===== src/rtl/flag_pkg.sv =====
// Shared constants for the NZCV status register and branch condition codes.
package flag_pkg;

  localparam int unsigned NZCV_N = 3;
  localparam int unsigned NZCV_Z = 2;
  localparam int unsigned NZCV_C = 1;
  localparam int unsigned NZCV_V = 0;

  localparam logic [3:0] COND_EQ = 4'h0;
  localparam logic [3:0] COND_NE = 4'h1;
  localparam logic [3:0] COND_CS = 4'h2;
  localparam logic [3:0] COND_CC = 4'h3;
  localparam logic [3:0] COND_MI = 4'h4;
  localparam logic [3:0] COND_PL = 4'h5;
  localparam logic [3:0] COND_VS = 4'h6;
  localparam logic [3:0] COND_VC = 4'h7;
  localparam logic [3:0] COND_HI = 4'h8;
  localparam logic [3:0] COND_LS = 4'h9;
  localparam logic [3:0] COND_GE = 4'hA;
  localparam logic [3:0] COND_LT = 4'hB;
  localparam logic [3:0] COND_GT = 4'hC;
  localparam logic [3:0] COND_LE = 4'hD;
  localparam logic [3:0] COND_AL = 4'hE;
  localparam logic [3:0] COND_NV = 4'hF;

endpackage


===== src/rtl/cond_decode.sv =====
// Combinational branch-condition evaluator: {nzcv, so, cond} -> taken.
// Shared with the branch unit; NV reports the sticky-overflow input.
module cond_decode
  import flag_pkg::*;
(
  input  logic [3:0] nzcv_i,
  input  logic       so_i,
  input  logic [3:0] cond_i,
  output logic       taken_o
);

  logic n, z, c, v;

  assign n = nzcv_i[NZCV_N];
  assign z = nzcv_i[NZCV_Z];
  assign c = nzcv_i[NZCV_C];
  assign v = nzcv_i[NZCV_V];

  always_comb begin
    // NOTE: default assignment first so no path through the case can infer a latch.
    taken_o = 1'b0;
    case (cond_i)
      COND_EQ: taken_o = z;
      COND_NE: taken_o = !z;
      COND_CS: taken_o = c;
      COND_CC: taken_o = !c;
      COND_MI: taken_o = n;
      COND_PL: taken_o = !n;
      COND_VS: taken_o = v;
      COND_VC: taken_o = !v;
      COND_HI: taken_o = c & !z;
      COND_LS: taken_o = !c | z;
      COND_GE: taken_o = (n == v);
      COND_LT: taken_o = (n != v);
      COND_GT: taken_o = !z & (n == v);
      COND_LE: taken_o = z | (n != v);
      COND_AL: taken_o = 1'b1;
      COND_NV: taken_o = so_i;
      default: taken_o = 1'b0;
    endcase
  end

endmodule


===== src/rtl/flag_eval.sv =====
// NZCV status register with a one-deep valid/ready branch-condition query port.
// Optional sticky overflow bit enabled by defining STICKY_OVF_EN.
module flag_eval
  import flag_pkg::*;
#(
  parameter int W     = 32,
  parameter int CNT_W = 16
) (
  input  logic             elk,
  input  logic             rst,
  input  logic             flag_we,
  input  logic [W-1:0]     res_in,
  input  logic             z_in,
  input  logic             c_in,
  input  logic             v_in,
  input  logic             q_valid,
  input  logic [3:0]       q_cond,
  output logic             q_ready,
  output logic             r_valid,
  output logic             r_taken,
  input  logic             r_ready,
  output logic [3:0]       nzcv,
  output logic [CNT_W-1:0] taken_cnt,
  output logic             so
);

  localparam logic [CNT_W-1:0] CNT_MAX = {CNT_W{1'b1}};
  localparam logic [CNT_W-1:0] CNT_ONE = CNT_W'(1);

  logic [3:0]       nzcv_q, nzcv_d, nzcv_new, nzcv_eval;
  logic             r_valid_q, r_valid_d;
  logic             r_taken_q, r_taken_d;
  logic [CNT_W-1:0] cnt_q, cnt_d;
  logic             so_eval, taken, accept;
  logic             unused_res;

  // Only the sign bit of the result feeds a flag.
  assign unused_res = ^res_in[W-2:0];

  assign nzcv_new  = {res_in[W-1], z_in, c_in, v_in};
  // Same-cycle capture is visible to the query being accepted.
  assign nzcv_eval = flag_we ? nzcv_new : nzcv_q;
  assign q_ready   = !r_valid_q | r_ready;
  assign accept    = q_valid & q_ready;

`ifdef STICKY_OVF_EN
  logic so_q, so_d;

  assign so_d    = so_q | (flag_we & v_in);
  assign so_eval = so_d;
  assign so      = so_q;

  always_ff @(posedge elk) begin
    if (rst) so_q <= 1'b0;
    else     so_q <= so_d;
  end
`else
  assign so_eval = 1'b0;
  assign so      = 1'b0;
`endif

  cond_decode u_cond_decode (
    .nzcv_i  (nzcv_eval),
    .so_i    (so_eval),
    .cond_i  (q_cond),
    .taken_o (taken)
  );

  always_comb begin
    nzcv_d    = flag_we ? nzcv_new : nzcv_q;
    r_valid_d = r_valid_q;
    r_taken_d = r_taken_q;
    cnt_d     = cnt_q;
    if (accept) begin
      r_valid_d = 1'b1;
      r_taken_d = taken;
      if (taken && cnt_q != CNT_MAX) cnt_d = cnt_q + CNT_ONE;
    end else if (r_ready) begin
      r_valid_d = 1'b0;
    end
  end

  // NOTE: non-blocking assignments keep every register sampling pre-edge values.
  always_ff @(posedge elk) begin
    if (rst) begin
      nzcv_q    <= '0;
      r_valid_q <= 1'b0;
      r_taken_q <= 1'b0;
      cnt_q     <= '0;
    end else begin
      nzcv_q    <= nzcv_d;
      r_valid_q <= r_valid_d;
      r_taken_q <= r_taken_d;
      cnt_q     <= cnt_d;
    end
  end

  assign nzcv      = nzcv_q;
  assign r_valid   = r_valid_q;
  assign r_taken   = r_taken_q;
  assign taken_cnt = cnt_q;

endmodule


===== config.mk =====
export PLATFORM = sky130hd
export DESIGN_NAME = flag_eval
export DESIGN_NICKNAME = d
export VERILOG_FILES = /design/src/rtl/flag_pkg.sv /design/src/rtl/cond_decode.sv /design/src/rtl/flag_eval.sv
export SDC_FILE = /design/constraint.sdc
export NUM_CORES = 1
export LEC_CHECK = 0
export BUFFER_PORTS_ARGS = -buffer_cell sky130_fd_sc_hd__buf_2
export CAP_MARGIN = 20
export CORE_ASPECT_RATIO = 2
export CORE_UTILIZATION = 45
export CTS_CLUSTER_SIZE = 40
export DETAILED_ROUTE_END_ITERATION = 8
export GPL_TIMING_DRIVEN = 1
export HOLD_SLACK_MARGIN = 0.08
export PLACE_DENSITY = 0.77
export SLEW_MARGIN = 20
export SYNTH_ARGS = -nofsm -noshare
export SYNTH_HDL_FRONTEND = slang
export SYNTH_SLANG_ARGS = --single-unit

===== constraint.sdc =====
create_clock -name elk -period 3.25 [get_ports elk]
set_input_delay 0.4875 -clock elk [delete_from_list [all_inputs] [get_ports elk]]
set_output_delay 0.4875 -clock elk [all_outputs]
set_load 0.01 [all_outputs]

Word-level counts from Yosys, hierarchy flattened
Index checks and enable logic that the tools add are counted.
{"block": "op_classes", "addsub": 1, "reduce_logical": 9, "n_bitwise": 6, "n_mux": 4, "eq_ne": 18}
{"cell": "4-bit equality test, second input constant", "count": 8}
{"cell": "16-bit by 1-bit adder with 16-bit output, second input constant", "count": 1}
{"cell": "4-bit by 3-bit equality test with 1-bit output, second input constant", "count": 4}
{"cell": "16-bit != test, second input constant", "count": 1}
{"cell": "1-bit one-hot mux with 16 select lines", "count": 1}
{"cell": "4-bit by 2-bit equality test with 1-bit output, second input constant", "count": 2}
{"cell": "1-bit logical NOT", "count": 5}
{"cell": "4-bit by 1-bit equality test with 1-bit output, second input constant", "count": 1}
{"cell": "4-bit logical NOT", "count": 1}
{"cell": "4-bit two-way mux", "count": 1}
{"cell": "1-bit AND", "count": 3}
{"cell": "1-bit OR", "count": 3}
{"cell": "1-bit two-way mux", "count": 2}
{"cell": "2-bit AND reduction", "count": 1}
{"cell": "2-bit nonzero test", "count": 1}
{"cell": "1-bit equality test", "count": 1}
{"cell": "1-bit logical AND", "count": 1}
{"cell": "1-bit != test", "count": 1}
{"block": "word_totals", "word_cells": 42, "regBits": 22, "in_bits": 44}

Longest topological paths before layout
{"block": "logic_depth", "word_depth": 6, "mapped_depth": 9}

Hierarchy
From an unflattened synthesis, not the netlist that was laid out.
{"block": "unflattened", "hier_cells": 150, "hier_area_um2": 1347.5}
{"mod": "flag_eval", "area_each_um2": 1137.3, "n_inst": 1, "cells_each": 123}
{"mod": "cond_decode", "area_each_um2": 210.2, "n_inst": 1, "cells_each": 27}

Worst setup path after synthesis
No wires, ideal clock.
{"block": "synth_path", "path_type": "input-to-reg", "start": "input port flag_we", "end": "register cnt_q[5] (netlist: taken_cnt[5])", "arrival_time_ps": 2457, "required_ps": 3129, "n_path_buf": 2, "path_slack_ps": 672, "cell_stages": 8, "cell_sequence": "buf_6 mux2_4 or4_4 a311oi_2 or2_1 buf_6 nand4_2 mux2_4"}
{"block": "synth_between", "elab_chain_cells": 6}
{"item": "from (decl)", "line_no": "flag_eval.sv:11", "source": "input logic flag_we,"}
{"item": "4-bit two-way mux (*)"}
{"item": "1-bit != test (tied with other cells)", "line_no": "cond_decode.sv:34, cond_decode.sv:36"}
{"item": "1-bit OR (tied with other cells)", "line_no": "cond_decode.sv:36", "source": "COND_LE: taken_o = z | (n != v);"}
{"item": "1-bit one-hot mux with 16 select lines (*)", "line_no": "cond_decode.sv:22", "source": "case (cond_i)"}
{"item": "1-bit logical AND (*)", "line_no": "flag_eval.sv:77", "source": "if (taken && cnt_q != CNT_MAX) cnt_d = cnt_q + CNT_ONE;"}
{"item": "2-bit AND reduction (no source line) (*)"}
{"item": "to (signal assigned)", "line_no": "flag_eval.sv:94", "source": "cnt_q <= cnt_d;"}
{"item": "to (decl)", "line_no": "flag_eval.sv:33", "source": "logic [CNT_W-1:0] cnt_q, cnt_d;"}
Every way passes the cells marked *; elsewhere a longest branch is shown, timed or not.
A chain may end at the register's enable or synchronous reset.

Final worst setup path
{"block": "layout_path", "start": "input port flag_we", "end": "register cnt_q[10] (netlist: taken_cnt[10])"}
The elaborated chain is that of the path after synthesis.

==> metrics.txt <==
RSZ-0062 raised after global routing false; Slew Viols, Final 0; WP buf/inv 1; Chip Height 78.8 um; n_diodes 0; area delta synth->final 14.8%; final setup TNS 0 ns; clock root buffer clkbuf_8; Vias 1340; Pleak 0.667 nW; clock transition at the registers of the reported paths 0.07 ns; post_cts resized 0; Max-Cap Viols 0; Critical Path AT 2.92 ns; largest net degree at the start of global routing 30; fin crit period 2.77 ns; peak supply drop 0.000349 V; clock skew 0.00129 ns; #FFs+latches synth 22; Max H-tree Level 1; CP max stage delay 0.68 ns; cts hold-fix bufs 0; core box area 2770 um2; Net Sw Power 147 uW; fmax 361 MHz; Synth Instances 160; Final Wtd Congestion 0.771; PwrDens 358 nW/um2; PortBufs 35; Top delay family on crit path compound AO/OA/AOI/OAI gates; predominant post-synthesis flop cell dfxtp_1; hold path start q_valid; slowest CP cell a2111oi_0; gr usage total 0.220; Post-CTS Setup Inserts 0; CTS Buf Count 3; CP cell instances buf_2 -> mux2i_1 -> o22ai_1 -> a2111oi_0 -> a311oi_2 -> or2_1 -> nand4_1 -> mux2_1; share of cells above drive strength 1 0.247; Final period util 0.853; initial antenna violation count 0; combinational fraction of design power 0.174; synth warn 0; Sw Share 0.268; first-pass GRT wire length 5.02 mm; TritonCTS clock tree built; CP Capture Type flip-flop; clk sinks 22; Routed Antenna Nets 0; Fillers 271; Ports 68; Initial Utilization 0.479; crit-path max FO 11; CP Launch Type input port; Clock Power Share 0.305; post-DP HPWL 2.38 mm; register area share after synthesis 0.332; HP Class in -> reg; Setup CP Type in -> reg; Via density 6.12; DR WL/cell 14.3 um; Synth Net Count 205; Cell Area, Placed 1480 um2; Synth Area per Inst 8.30 um2; post-synthesis cell type count 47; Int Power 399 uW; grt total ovfl 0; Clk Latency, worst-skew pair 0.26 ns; Finish-stage setup viols 0; Worst Setup SP flag_we; Residual DRC 0; number of hold violations in the final report 0; status finished, final reports clean; max_slew headroom 0.509; Final nets 237; First-pass DRT Iterations 4; asr flop ratio synth 0; EDFF count, synth 0; Site Rows 27; slew at the pin closest to its max-slew limit 0.718 ns; WL final 3.13 mm; maximum buffer depth of the clock tree 2; Seq pwr share 0.520; chip width 40.4 um; FF-to-FF Start nzcv[3]; Crit path required time 3.40 ns; Iter 0 DRT Violations 46; final instance area 1520 um2; mapped cell area 1330 um2; die footprint 3180 um2; vias in the first global route 1214
[through the flow]
step                      power, mW  hold WS (ns)  std cells   util  worst slack [ns]
after detailed placement      0.385         0.488        216  0.535             0.194
final                         0.546         0.484        219  0.550             0.478
after CTS                     0.550         0.489        219  0.550             0.482
after floorplan               0.362         0.515        160      -             0.672
after global placement        0.381         0.471        216  0.535             0.335
after global routing          0.572         0.500        219  0.550             0.242
[final timing paths]
path                         to  depth (start not counted)  slack [ns]
setup / recovery  taken_cnt[10]                          8        0.48
hold / removal          r_valid                          3        0.48
setup reg to reg  taken_cnt[10]                          7        0.67
hold reg to reg         r_taken                          2        0.49
[layout make-up]
class,count,area [um2],area share
multi-input combinational,125,812,0.533
sequential,22,440,0.289
timing repair buffer,35,175,0.115
clock buffer,3,41.3,0.0271
inverter,5,18.8,0.0123
tap,29,36.3,0.0238
[per-layer routing]
metal  GRT usage  wire, um
met1       0.217      1210
met2       0.395      1720
met3      0.0363       136
met4       0.107        68
met5           0         0
[placed cells by master (no fill, tap or decap), types with 2 or more instances in the layout]
cell       n
clkbuf_8   3
a31oi_1    2
nand4_1    4
nand2_1   10
o311a_1    2
buf_2     35
a21oi_1   10
or3_1      5
o21ai_0    8
nand3_1    7
and3_1     4
xnor2_1    3
nand2b_1   8
dfxtp_1   22
nor2b_1    5
mux2_4     3
and2_1     2
nor2_1    17
o22ai_1    2
or4_1      2
inv_1      5
and4_1     2
o21a_1     2
mux2i_1    6
[synth_stat cells (2+ instances only)]
library cell,count,area (um2)
a21oi_1,10,50.1
a31oi_1,2,12.5
and2_1,2,12.5
and3_1,4,25.0
and4_1,2,17.5
buf_6,3,33.8
clkbuf_1,3,11.3
dfxtp_1,22,440
inv_1,5,18.8
mux2_4,3,45.0
mux2i_1,6,60.1
nand2_1,10,37.5
nand2b_1,8,50.1
nand3_1,7,35.0
nand4_1,4,25.0
nor2_1,17,63.8
nor2b_1,5,31.3
o21a_1,2,15.0
o21ai_0,8,40.0
o22ai_1,2,12.5
o311a_1,2,20.0
or3_1,5,31.3
or4_1,2,15.0
xnor2_1,3,26.3
[power by group through the flow]
stage	logic [mW]	clock network [mW]	registers [mW]
floorplan	0.0684	0	0.294
global placement	0.0910	0	0.290
detailed placement	0.0949	0	0.290
CTS	0.0953	0.170	0.284
global route	0.106	0.181	0.285
finish	0.0951	0.167	0.284
[flip-flops by register name, indices dropped and copies added (netlist names)]
| name | count |
|---|---|
| r_valid | 1 |
| taken_cnt | 16 |
| nzcv | 4 |
| r_taken | 1 |
[logic make-up (layout without fill, tap and decap cells)]
kind of cell / after synthesis / after routing / synth area share
mux: 10 / 10 / 0.0877
simple gates: 74 / 74 / 0.307
xor+xnor: 4 / 4 / 0.0264
other cells: 1 / 1 / 0.00282
flops: 22 / 22 / 0.332
fa+ha+maj: 1 / 1 / 0.00942
buf+inv: 13 / 43 / 0.0565
compound gates: 35 / 35 / 0.178
[worst reg2reg max path, cell delays in order, from the launching register on]
cell	delay [ns]
dfxtp_1	0.33
xnor2_1	0.25
o22ai_1	0.16
or4_4	0.51
a311oi_2	0.33
or2_1	0.42
nand4_1	0.16
mux2_1	0.33
Note: power is estimated with default switching activity, not from simulation.
